[src/rtl/biu_bus_ctrl.sv]
`timescale 1ns/1ps
// biu_bus_ctrl: bus interface unit that arbitrates execution-unit and prefetch
// requests onto one T1/T2/T3/TW/T4 bus cycle, with a wait-state timeout.
// Ports: clk, rst (async, active-low); eu_* request/ack channel with write
// data, read data and timeout flag; pf_* prefetch channel with flush;
// ready/bus_din from the bus; addr_bus, data_out, ale, rd, wr, m_io, busy out.
module biu_bus_ctrl #(
    parameter int ADDR_W   = 20,
    parameter int DATA_W   = 8,
    parameter int WAIT_MAX = 15
) (
    input  logic              clk,
    input  logic              rst,
    input  logic              eu_req,
    input  logic              eu_we,
    input  logic              eu_io,
    input  logic [ADDR_W-1:0] eu_addr,
    input  logic [DATA_W-1:0] eu_wdata,
    output logic              eu_ack,
    output logic [DATA_W-1:0] eu_rdata,
    output logic              eu_err,
    input  logic              pf_req,
    input  logic [ADDR_W-1:0] pf_addr,
    input  logic              pf_flush,
    output logic              pf_ack,
    output logic [DATA_W-1:0] pf_rdata,
    input  logic              ready,
    input  logic [DATA_W-1:0] bus_din,
    output logic [ADDR_W-1:0] addr_bus,
    output logic [DATA_W-1:0] data_out,
    output logic              ale,
    output logic              rd,
    output logic              wr,
    output logic              m_io,
    output logic              busy
);

    typedef enum logic [2:0] {
        S_IDLE, S_T1, S_T2, S_T3, S_TW, S_T4
    } state_e;

    localparam logic [7:0] WAIT_LIM = 8'(WAIT_MAX);

    state_e            state_q, state_d;
    logic              own_pf_q, own_pf_d;
    logic              we_q, we_d;
    logic              io_q, io_d;
    logic [ADDR_W-1:0] addr_q, addr_d;
    logic [DATA_W-1:0] wdata_q, wdata_d;
    logic [7:0]        wait_q, wait_d;
    logic [1:0]        loss_q, loss_d;
    logic              flush_q, flush_d;
    logic [DATA_W-1:0] eu_rdata_q, eu_rdata_d;
    logic [DATA_W-1:0] pf_rdata_q, pf_rdata_d;
    logic              eu_ack_q, eu_ack_d;
    logic              pf_ack_q, pf_ack_d;
    logic              eu_err_q, eu_err_d;
    logic              ale_q, ale_d;
    logic              rd_q, rd_d;
    logic              wr_q, wr_d;
    logic              m_io_q, m_io_d;
    logic              busy_q, busy_d;
    logic [DATA_W-1:0] data_out_q, data_out_d;

    logic              pf_pend;
    logic              pf_win;
    logic              go_t4;
    logic              tout;
    logic              strobe;
    logic [DATA_W-1:0] cap;

    always_comb begin
        state_d    = state_q;
        own_pf_d   = own_pf_q;
        we_d       = we_q;
        io_d       = io_q;
        addr_d     = addr_q;
        wdata_d    = wdata_q;
        wait_d     = wait_q;
        loss_d     = loss_q;
        flush_d    = flush_q;
        eu_rdata_d = eu_rdata_q;
        pf_rdata_d = pf_rdata_q;
        eu_ack_d   = 1'b0;
        pf_ack_d   = 1'b0;
        eu_err_d   = 1'b0;
        pf_pend    = pf_req & ~pf_flush;
        pf_win     = 1'b0;
        go_t4      = 1'b0;
        tout       = 1'b0;
        cap        = '0;

        unique case (state_q)
            S_IDLE: begin
                if (eu_req || pf_pend) begin
                    // PF only beats a contending EU after three straight losses
                    pf_win   = pf_pend && (!eu_req || loss_q == 2'd3);
                    state_d  = S_T1;
                    own_pf_d = pf_win;
                    wait_d   = '0;
                    flush_d  = 1'b0;
                    if (pf_win) begin
                        addr_d  = pf_addr;
                        we_d    = 1'b0;
                        io_d    = 1'b0;
                        wdata_d = '0;
                        loss_d  = '0;
                    end else begin
                        addr_d  = eu_addr;
                        we_d    = eu_we;
                        io_d    = eu_io;
                        wdata_d = eu_wdata;
                        if (pf_pend) begin
                            loss_d = loss_q + 2'd1;
                        end
                    end
                end
            end
            S_T1: state_d = S_T2;
            S_T2: state_d = S_T3;
            S_T3: begin
                if (ready) begin
                    go_t4 = 1'b1;
                end else begin
                    state_d = S_TW;
                    wait_d  = wait_q + 8'd1;
                end
            end
            S_TW: begin
                if (ready) begin
                    go_t4 = 1'b1;
                end else if (wait_q == WAIT_LIM) begin
                    go_t4 = 1'b1;
                    tout  = 1'b1;
                end else begin
                    wait_d = wait_q + 8'd1;
                end
            end
            S_T4: state_d = S_IDLE;
            default: state_d = S_IDLE;
        endcase

        if (go_t4) begin
            state_d = S_T4;
            cap     = tout ? '0 : bus_din;
            if (own_pf_q) begin
                // a flushed fetch still runs its bus cycle but reports nothing
                if (!(flush_q || pf_flush)) begin
                    pf_ack_d   = 1'b1;
                    pf_rdata_d = cap;
                end
            end else begin
                eu_ack_d = 1'b1;
                eu_err_d = tout;
                if (!we_q) begin
                    eu_rdata_d = cap;
                end
            end
        end

        if (state_q != S_IDLE && own_pf_q && pf_flush) begin
            flush_d = 1'b1;
        end

        strobe     = state_d inside {S_T2, S_T3, S_TW};
        ale_d      = state_d == S_T1;
        rd_d       = strobe & ~we_d;
        wr_d       = strobe & we_d;
        busy_d     = state_d != S_IDLE;
        data_out_d = (we_d && (strobe || state_d == S_T4)) ? wdata_d : '0;
        m_io_d     = (state_d == S_T1) ? ~io_d : m_io_q;
    end

    always_ff @(posedge clk or negedge rst) begin
        if (!rst) begin
            state_q    <= S_IDLE;
            own_pf_q   <= 1'b0;
            we_q       <= 1'b0;
            io_q       <= 1'b0;
            addr_q     <= '0;
            wdata_q    <= '0;
            wait_q     <= '0;
            loss_q     <= '0;
            flush_q    <= 1'b0;
            eu_rdata_q <= '0;
            pf_rdata_q <= '0;
            eu_ack_q   <= 1'b0;
            pf_ack_q   <= 1'b0;
            eu_err_q   <= 1'b0;
            ale_q      <= 1'b0;
            rd_q       <= 1'b0;
            wr_q       <= 1'b0;
            m_io_q     <= 1'b0;
            busy_q     <= 1'b0;
            data_out_q <= '0;
        end else begin
            state_q    <= state_d;
            own_pf_q   <= own_pf_d;
            we_q       <= we_d;
            io_q       <= io_d;
            addr_q     <= addr_d;
            wdata_q    <= wdata_d;
            wait_q     <= wait_d;
            loss_q     <= loss_d;
            flush_q    <= flush_d;
            eu_rdata_q <= eu_rdata_d;
            pf_rdata_q <= pf_rdata_d;
            eu_ack_q   <= eu_ack_d;
            pf_ack_q   <= pf_ack_d;
            eu_err_q   <= eu_err_d;
            ale_q      <= ale_d;
            rd_q       <= rd_d;
            wr_q       <= wr_d;
            m_io_q     <= m_io_d;
            busy_q     <= busy_d;
            data_out_q <= data_out_d;
        end
    end

    assign addr_bus = addr_q;
    assign data_out = data_out_q;
    assign ale      = ale_q;
    assign rd       = rd_q;
    assign wr       = wr_q;
    assign m_io     = m_io_q;
    assign busy     = busy_q;
    assign eu_ack   = eu_ack_q;
    assign eu_err   = eu_err_q;
    assign eu_rdata = eu_rdata_q;
    assign pf_ack   = pf_ack_q;
    assign pf_rdata = pf_rdata_q;

endmodule

[config.mk]
export PLATFORM = sky130hd
export DESIGN_NAME = biu_bus_ctrl
export DESIGN_NICKNAME = d
export VERILOG_FILES = /design/src/rtl/biu_bus_ctrl.sv
export SDC_FILE = /design/constraint.sdc
export NUM_CORES = 1
export LEC_CHECK = 0
export ABC_CLOCK_PERIOD_IN_PS = 1600
export CORE_ASPECT_RATIO = 0.75
export CORE_MARGIN = 2
export CORE_UTILIZATION = 32
export DETAILED_ROUTE_END_ITERATION = 6
export PLACE_DENSITY = 0.68
export SLEW_MARGIN = 30
export SYNTH_ARGS = -nofsm -noshare
export SYNTH_HDL_FRONTEND = slang
export SYNTH_SLANG_ARGS = --single-unit
export TNS_END_PERCENT = 100
[constraint.sdc]
create_clock -name clk -period 1.6 [get_ports clk]
set_input_delay 0.32 -clock clk [delete_from_list [all_inputs] [get_ports clk]]
set_output_delay 0.32 -clock clk [all_outputs]
set_load 0.05 [all_outputs]
; ---- Word level (Yosys, flattened, before mapping)
; Index checks and enable logic that the tools add are counted.
[classes]
add_sub_neg = 2
n_eq_ne = 15
muxes = 39
n_bitwise = 9
reduce_logical = 23
[ops]
columns = operator, count
row1 = 8-bit 2-to-1 mux, 9
row2 = 8-bit one-hot mux with 3 select lines, 1
row3 = 1-bit 2-to-1 mux, 21
row4 = 20-bit 2-to-1 mux, 1
row5 = 3-bit one-hot mux with 5 select lines, 1
row6 = "3-bit by 2-bit == test with 1-bit output, second input constant", 4
row7 = 3-bit nonzero test, 4
row8 = "3-bit == test, second input constant", 3
row9 = 3-bit 2-to-1 mux, 3
row10 = 3-bit AND reduction, 3
row11 = "8-bit by 1-bit adder with 8-bit output, second input constant", 1
row12 = "8-bit by 4-bit == test with 1-bit output, second input constant", 1
row13 = "2-bit inequality test, second input constant", 4
row14 = "3-bit by 1-bit == test with 1-bit output, second input constant", 2
row15 = 1-bit inverter, 6
row16 = 2-bit nonzero test, 3
row17 = 5-bit AND reduction, 1
row18 = 1-bit logical AND, 4
row19 = 1-bit logical OR, 4
row20 = 2-bit 2-to-1 mux, 2
row21 = 2-bit AND reduction, 2
row22 = 1-bit bitwise AND, 3
row23 = 3-bit zero test, 1
row24 = "2-bit by 1-bit adder with 2-bit output, second input constant", 1
row25 = 3 further kinds, 3
[totals]
register_bits = 77
input_bits = 64
output_inout_bits = 52
elab_cells = 108

; ---- Logic depth before layout (Yosys ltp)
; Gate-level depths: netlist of run 1.
[depth]
depth_word = 11
mapped_depth = 8
ltp_nobuf = 5

; ---- Worst setup path before layout of run 1
; No wires, ideal clock.
[synth_path]
path_type = flip-flop to flip-flop
start = reg wait_q[0]
end = reg eu_rdata_q[0], in the netlist eu_rdata[0]
setup_time_ps = 79
arrival_ps = 1586
required_time_ps = 1521
path_slack_ps = -66
path_stages_with_launch = 6
path_buffers = 0
period_less_slack_ps = 1666
path_cell_list = dfrtp_1 > ha_1 > and3_1 > nand3_2 > a211oi_4 > mux2i_1
[synth_via]
elab_chain_cells = 5
elab_cells_between_ends = 8
cone_classes = eq/ne (1) / mux (6) / reduce/logical (1)
[synth_rtl]
columns = element, line
row1 = "start, declared", 50  ; logic [7:0] wait_q, wait_d;
row2 = "start signal, assigned", 203  ; wait_q <= wait_d;
row3 = 8-bit by 4-bit == test with 1-bit output (*), 132  ; end else if (wait_q == WAIT_LIM) begin
row4 = 1-bit 2-to-1 mux (*), 132
row5 = 1-bit 2-to-1 mux, 130  ; if (ready) begin
row6 = 1-bit one-hot mux with 2 select lines / 1-bit 2-to-1 mux (equally long branches), 93  ; unique case (state_q)
row7 = 3-bit AND reduction (no source line) / 8-bit 2-to-1 mux (equally long branches), -
row8 = "end signal, assigned", 206  ; eu_rdata_q <= eu_rdata_d;
row9 = "end, declared", 53  ; logic [DATA_W-1:0] eu_rdata_q, eu_rdata_d;
; Every way passes the cells marked *; elsewhere a longest branch is shown, timed or not.
; A chain may end at the register's enable or synchronous reset.

; ---- Worst setup path in the final report of run 1
[layout_path]
start = reg state_q[0]
end = reg eu_rdata_q[7], in the netlist eu_rdata[7]
[layout_via]
elab_chain_cells = 3
elab_cells_between_ends = 6
cone_classes = eq/ne (2) / mux (3) / reduce/logical (1)
[layout_rtl]
columns = element, line
row1 = "start, declared", 44  ; state_e state_q, state_d;
row2 = "start signal, assigned", 197  ; state_q <= state_d;
row3 = 3-bit == test / 3-bit by 2-bit == test with 1-bit output (equally long branches), 93
row4 = 1-bit one-hot mux with 2 select lines / 1-bit 2-to-1 mux (equally long branches), 93
row5 = 3-bit AND reduction (no source line) / 8-bit 2-to-1 mux (equally long branches), -
; Several ways; a longest one is shown, not always the timed one.

==> results.json, run 1 <==
{
  "status": "finished with violations",
  "failed_checks": "negative setup slack",
  "synth_area_sq_um": 3380,
  "diodes": 0,
  "regArea_sq_um": 1910,
  "grt_use_met3_pct": 5.67,
  "num-nets-final": 529,
  "row_count": 32,
  "grt_pass1_vias": 2760,
  "fin_crit_ns": 1.61,
  "track_usage_pct": 15.0,
  "top_usage_layer": "met2",
  "io_buffers": 115,
  "clock_skew_ns": 0.00711,
  "clock_latency_ns": 0.33,
  "maxSlewHeadroom_pct": 75.6,
  "crit_slowest_cell": "dfrtp_2",
  "die_h_microns": 93.0,
  "core_area_sq_um": 10300,
  "nFillCells": 927,
  "post_route_cells_drive_above_1_share_pct": 28.1,
  "hold_violations": 0,
  "drcViolationCount": 0,
  "ys_ff_latch": 76,
  "max_clock_freq_ghz": 0.621,
  "final_core_util_pct": 51.6,
  "max_stage_delay_ns": 0.46,
  "slew_viol_final": 0,
  "wl_per_cell_microns": 13.7,
  "area_growth_pct": 57.3,
  "ios": 116,
  "post_drt_via_cell_ratio": 4.59,
  "finalSetupTns_ns": -0.0111,
  "initial_core_util_pct": 32.8,
  "grtUsageMet2_pct": 23.4,
  "crit_chain": "nor3b_4 > nand3_2 > a211oi_4 > buf_12 > mux2i_1",
  "p_switching_uw": 4430,
  "synth_nets": 379,
  "p_seq_share_pct": 31.0,
  "dp_cells": 584,
  "hp-class": "in2reg",
  "switching_share_pct": 43.0,
  "cp_data_required_time_ns": 1.85,
  "first_iter_violations": 109,
  "end_kind": "register",
  "rsz0062_at_grt": "yes",
  "fin_crit_sh_pct": 101,
  "die_x_microns": 123,
  "grt_max_degree": 43,
  "setup_ws_ns": -0.0111,
  "leakage_uw": 0.00247,
  "grt_util_met1_pct": 18.9,
  "gr-total-overflow": 0,
  "maxCapViolCount": 0,
  "antenna_found_initial": 0,
  "cts_buffer_depth": 2,
  "cts_tree": "done",
  "cts_num_sinks": 76,
  "vias": 2769,
  "pre_cts_ws_ns": -0.405,
  "p_comb_share_pct": 48.4,
  "crit_path_start_kind": "register",
  "cts-root-buf": "clkbuf_16",
  "place_congestion": 0.776,
  "cts-htree-levels": 3,
  "holdWs_ns": 0.441,
  "yosys_warnings": 0,
  "grt_pass1_wl_mm": 13.0,
  "wl_mm": 8.28,
  "die_area_sq_um": 11400,
  "dr.pass1.iters": 4,
  "powerDensity_nw_per_um2": 1940,
  "yosys.cell_types.count": 40,
  "tightestPinTransition_ns": 0.366,
  "path_max_fanout": 8,
  "yosysSeqAreaShare_pct": 56.3,
  "peakVddDrop_mv": 1.03,
  "multi_input_area_sq_um": 1410,
  "power_frac_clock_pct": 20.6,
  "crit_type": "reg2reg",
  "ant_nets": 0,
  "avgSynthCellArea_sq_um": 10.8,
  "arrival_ns": 1.86,
  "internal_power_uw": 5860,
  "cts_made_buffers": 9,
  "clk_pin_slew_worst_paths_ns": 0.06,
  "place_hpwl_mm": 5.99,
  "setup_viol": 1,
  "fin_cells": 603,
  "synth_cells": 313
}
==> synth_stat cells <==
cell type,number,area [sq um]
buf_2,11,55.1
or2_2,1,6.26
a31oi_1,6,37.5
xnor2_1,1,8.76
nand3b_1,1,7.51
nand2_1,60,225
and3b_1,1,8.76
nand3_1,5,25.0
a32o_1,1,10.0
o2bb2ai_1,2,17.5
mux2_2,2,22.5
a21bo_1,1,10.0
nor4b_1,1,8.76
ha_1,2,25.0
a21boi_0,1,7.51
buf_1,1,3.75
inv_1,19,71.3
o21ai_2,1,8.76
o31ai_1,1,7.51
o21ai_0,31,155
a21oi_1,2,10.0
nand3_2,1,10.0
nor2b_1,2,12.5
nor4_4,1,21.3
nand2b_1,10,62.6
nor3b_4,1,18.8
o21ai_1,2,10.0
or3_1,1,6.26
mux2i_1,42,420
and2_0,1,6.26
nor2_1,3,11.3
a211oi_4,1,20.0
and2_1,1,6.26
clkbuf_1,4,15.0
and3_1,2,12.5
a21o_1,1,7.51
dfrtp_1,76,1900
nand4_1,2,12.5
and4_1,9,78.8
nor3_1,2,10.0
==> logic make-up after synthesis <==
| kind of cell | after synthesis | share of synthesized area, % |
|---|---|---|
| AOI/OAI and AO/OA | 50 | 8.93 |
| xor gates and xnor gates | 1 | 0.259 |
| adders and majority gates | 2 | 0.741 |
| buffers and inverters | 35 | 4.30 |
| DFF | 76 | 56.3 |
| muxes | 44 | 13.1 |
| and+or+nand+nor | 105 | 16.3 |
==> final cells by class <==
cell class | count | area share [%]
clock buffer | 9 | 4.24
tap | 136 | 3.21
clock inverter | 6 | 1.70
inverter | 19 | 1.34
multi-input combinational | 202 | 26.5
sequential | 76 | 35.9
timing repair buffer | 155 | 27.1
==> final timing paths <==
check,from,endpoint,slack (ns),depth (start not counted)
max,state_q[0],eu_rdata[7],-0.01,5
min,pf_flush,flush_q,0.44,3
max reg2reg,state_q[0],eu_rdata[7],-0.01,5
min reg2reg,wdata_q[6],wdata_q[6],0.47,2
max in group asynchronous,rst,addr_bus[14],0.67,3
min in group asynchronous,rst,data_out[0],0.46,2
==> power groups by stage <==
stage               Combinational, uW  Sequential, uW  Clock, uW
floorplan                        1320            4850          0
global placement                 4710            3160          0
detailed placement               4810            3190          0
CTS                              4820            3180       2180
global route                     5340            3290       2270
finish                           4980            3190       2120
==> per-stage QoR <==
step	area [sq um]	power, uW
2_1_floorplan	3380	6180
3_3_place_gp	4850	7870
3_5_place_dp	4850	8000
4_1_cts	5200	10200
5_1_grt	5310	10900
6_report	5310	10300
==> routing by layer <==
| layer | up-vias | part of all wire (%) |
|---|---|---|
| met1 | 1267 | 44 |
| met2 | 123 | 44 |
| li1 | 1366 | - |
| met4 | 0 | 1.7 |
| met5 | - | 0 |
| met3 | 13 | 9.4 |
==> cell usage in the layout, fill, tap and decap left out, drive strengths merged, types with 3 or more instances in the layout <==
cell            n
nand2b         10
inv            19
clkinv          3
nand2          60
clkbuf         10
and4            9
mux2i          42
nand3           6
nor2            3
a31oi           6
o21ai          34
dfrtp          76
clkdlybuf4s50  61
buf            91
==> sequential cells by signal (all words and copies together) (netlist names), 2 cells and up <==
register and flops:
pf_rdata 8, wait_q 8, state_q 3, eu_rdata 8
loss_q 2, data_out 8, addr_bus 20, wdata_q 8
==> worst max-delay path, delay by kind of cell (launching register included) <==
family	cells	cell delay, ns
muxes	1	0.20
AOI/OAI and AO/OA	1	0.27
and+or+nand+nor	2	0.43
DFF	1	0.46
buffers and inverters	1	0.17
==> timing repair <==
action,in CTS,in global routing
endpoints found under the setup margin,17,55
gates cloned,0,1
pin swaps,0,6
resized for setup,4,20
endpoints found under the hold margin,24,0
setup buffers,1,1
hold buffers,1,0
No activity file was read; power rests on OpenSTA's default activity.
==> run 2: changes to the inputs <==
- DONT_BUFFER_PORTS: unset -> 1
- PLACE_DENSITY: 0.68 -> 0.53
==> run 2 against run 1 <==
  * The run ends with negative hold slack, negative setup slack left
  * Flip-flop and latch count is the same
  * First-iteration DRC count grew 44%
  * Critical path type unchanged
  * Sequential share of layout area grew 10 points
  * Maximum frequency shrank 0.36%
  * Utilization shrank 11 points
  * Largest power group is now registers
  * Hold slack lost 0.76 ns
==> results.json, run 2 (same netlist as run 1, synthesis figures left out) <==
{
  "regArea_sq_um": 1910,
  "status": "finished with violations",
  "drcViolationCount": 0,
  "io_buffers": 0,
  "dr.pass1.iters": 4,
  "grt_max_degree": 77,
  "failed_checks": "negative hold slack, negative setup slack",
  "dp_cells": 458,
  "clk_pin_slew_worst_paths_ns": 0.06,
  "antenna_found_initial": 0,
  "hp-class": "in2async",
  "initial_core_util_pct": 32.8,
  "track_usage_pct": 13.5,
  "powerDensity_nw_per_um2": 2180,
  "place_congestion": 0.722,
  "die_area_sq_um": 11400,
  "largest_reg_flops": 20,
  "leakage_uw": 0.00188,
  "holdWs_ns": -0.322,
  "tightestPinTransition_ns": 0.650,
  "place_hpwl_mm": 5.12,
  "diodes": 0,
  "post_route_cells_drive_above_1_share_pct": 19.6,
  "cts_made_buffers": 9,
  "area_growth_pct": 22.7,
  "first_iter_violations": 157,
  "row_count": 32,
  "ios": 116,
  "wl_per_cell_microns": 16.2,
  "hold_violations": 76,
  "vias": 2376,
  "setup_viol": 12,
  "ant_nets": 0,
  "cts-htree-levels": 3,
  "pre_cts_ws_ns": -0.125,
  "grt_pass1_vias": 2379,
  "post_drt_via_cell_ratio": 4.98,
  "cts_tree": "done",
  "fin_cells": 477,
  "rsz0062_at_grt": "yes",
  "clock_latency_ns": 0.33,
  "cp_data_required_time_ns": 1.81,
  "finalSetupTns_ns": -0.121,
  "num-nets-final": 403,
  "fin_crit_ns": 1.62,
  "crit_path_start_kind": "register",
  "die_x_microns": 123,
  "wl_mm": 7.73,
  "end_kind": "register",
  "setup_ws_ns": -0.0168,
  "fin_crit_sh_pct": 101,
  "path_max_fanout": 9,
  "core_area_sq_um": 10300,
  "slew_viol_final": 0,
  "post_cts_buffers": 0,
  "multi_input_area_sq_um": 1410,
  "maxCapViolCount": 0,
  "grt_pass1_wl_mm": 11.9,
  "die_h_microns": 93.0,
  "layout_commonest_cell": "dfrtp_1",
  "arrival_ns": 1.83,
  "cts_num_sinks": 76,
  "peakVddDrop_mv": 0.638,
  "layout_common_cells": "dfrtp_1, nand2_1, mux2i_1",
  "crit_type": "reg2reg",
  "gr-total-overflow": 0,
  "max_clock_freq_ghz": 0.618,
  "cts-root-buf": "clkbuf_16",
  "maxSlewHeadroom_pct": 56.6,
  "nFillCells": 979,
  "cts_buffer_depth": 2,
  "clock_skew_ns": 0.00818
}
[run 2: through the flow]
step	cell area, sq um	total power, uW	utilization, %
4_1_cts	4020	8900	39.1
3_5_place_dp	3700	6850	36.0
2_1_floorplan	3380	6180	-
3_3_place_gp	3700	6770	36.0
5_1_grt	4140	9590	40.3
6_report	4140	9020	40.3
[run 2: power breakdown]
part	switching, uW	internal (uW)
clock network	783	1200
registers	2410	2640
logic	1020	969
[run 2: final timing paths]
path / cells past startpoint / slack [ns] / startpoint / endpoint
worst max-delay path: 6 / -0.02 / state_q[1] / pf_rdata[1]
worst min-delay path: 0 / -0.32 / rst / wdata_q[0]
worst max register to register: 6 / -0.02 / state_q[1] / pf_rdata[1]
worst min register to register: 2 / 0.47 / wdata_q[0] / wdata_q[0]
max in group asynchronous: 0 / 1.78 / rst / state_q[0]
min in group clk: 2 / 0.12 / eu_wdata[0] / wdata_q[0]
[run 2: layer usage]
| metal | track usage (%) | wire [microns] |
|---|---|---|
| met1 | 17.1 | 3360 |
| met2 | 21.3 | 3610 |
| met3 | 5.11 | 685 |
| met4 | 4.31 | 76 |
| met5 | 0 | 0 |
[run 2: timing repair]
action / 4_1_cts / 5_1_grt
resized for setup: 8 / 16
gates cloned: 0 / 4
pin swaps: 0 / 1
endpoints found under the hold margin: 76 / 76
setup endpoints to repair: 42 / 56
[run 2: area by class of cell]
type / instances / share of cell area (%)
sequential: 76 / 46.0
multi-input combinational: 203 / 34.1
timing repair buffer: 28 / 7.10
clock buffer: 9 / 5.44
tap: 136 / 4.11
inverter: 19 / 1.72
clock inverter: 6 / 1.57
[run 2: worst max-delay path, stage by stage (launching register included)]
cell and delay (ns):
dfrtp_2 0.45, buf_4 0.15, and3b_1 0.20, o21ai_2 0.24
a21oi_1 0.11, buf_4 0.20, mux2i_1 0.13
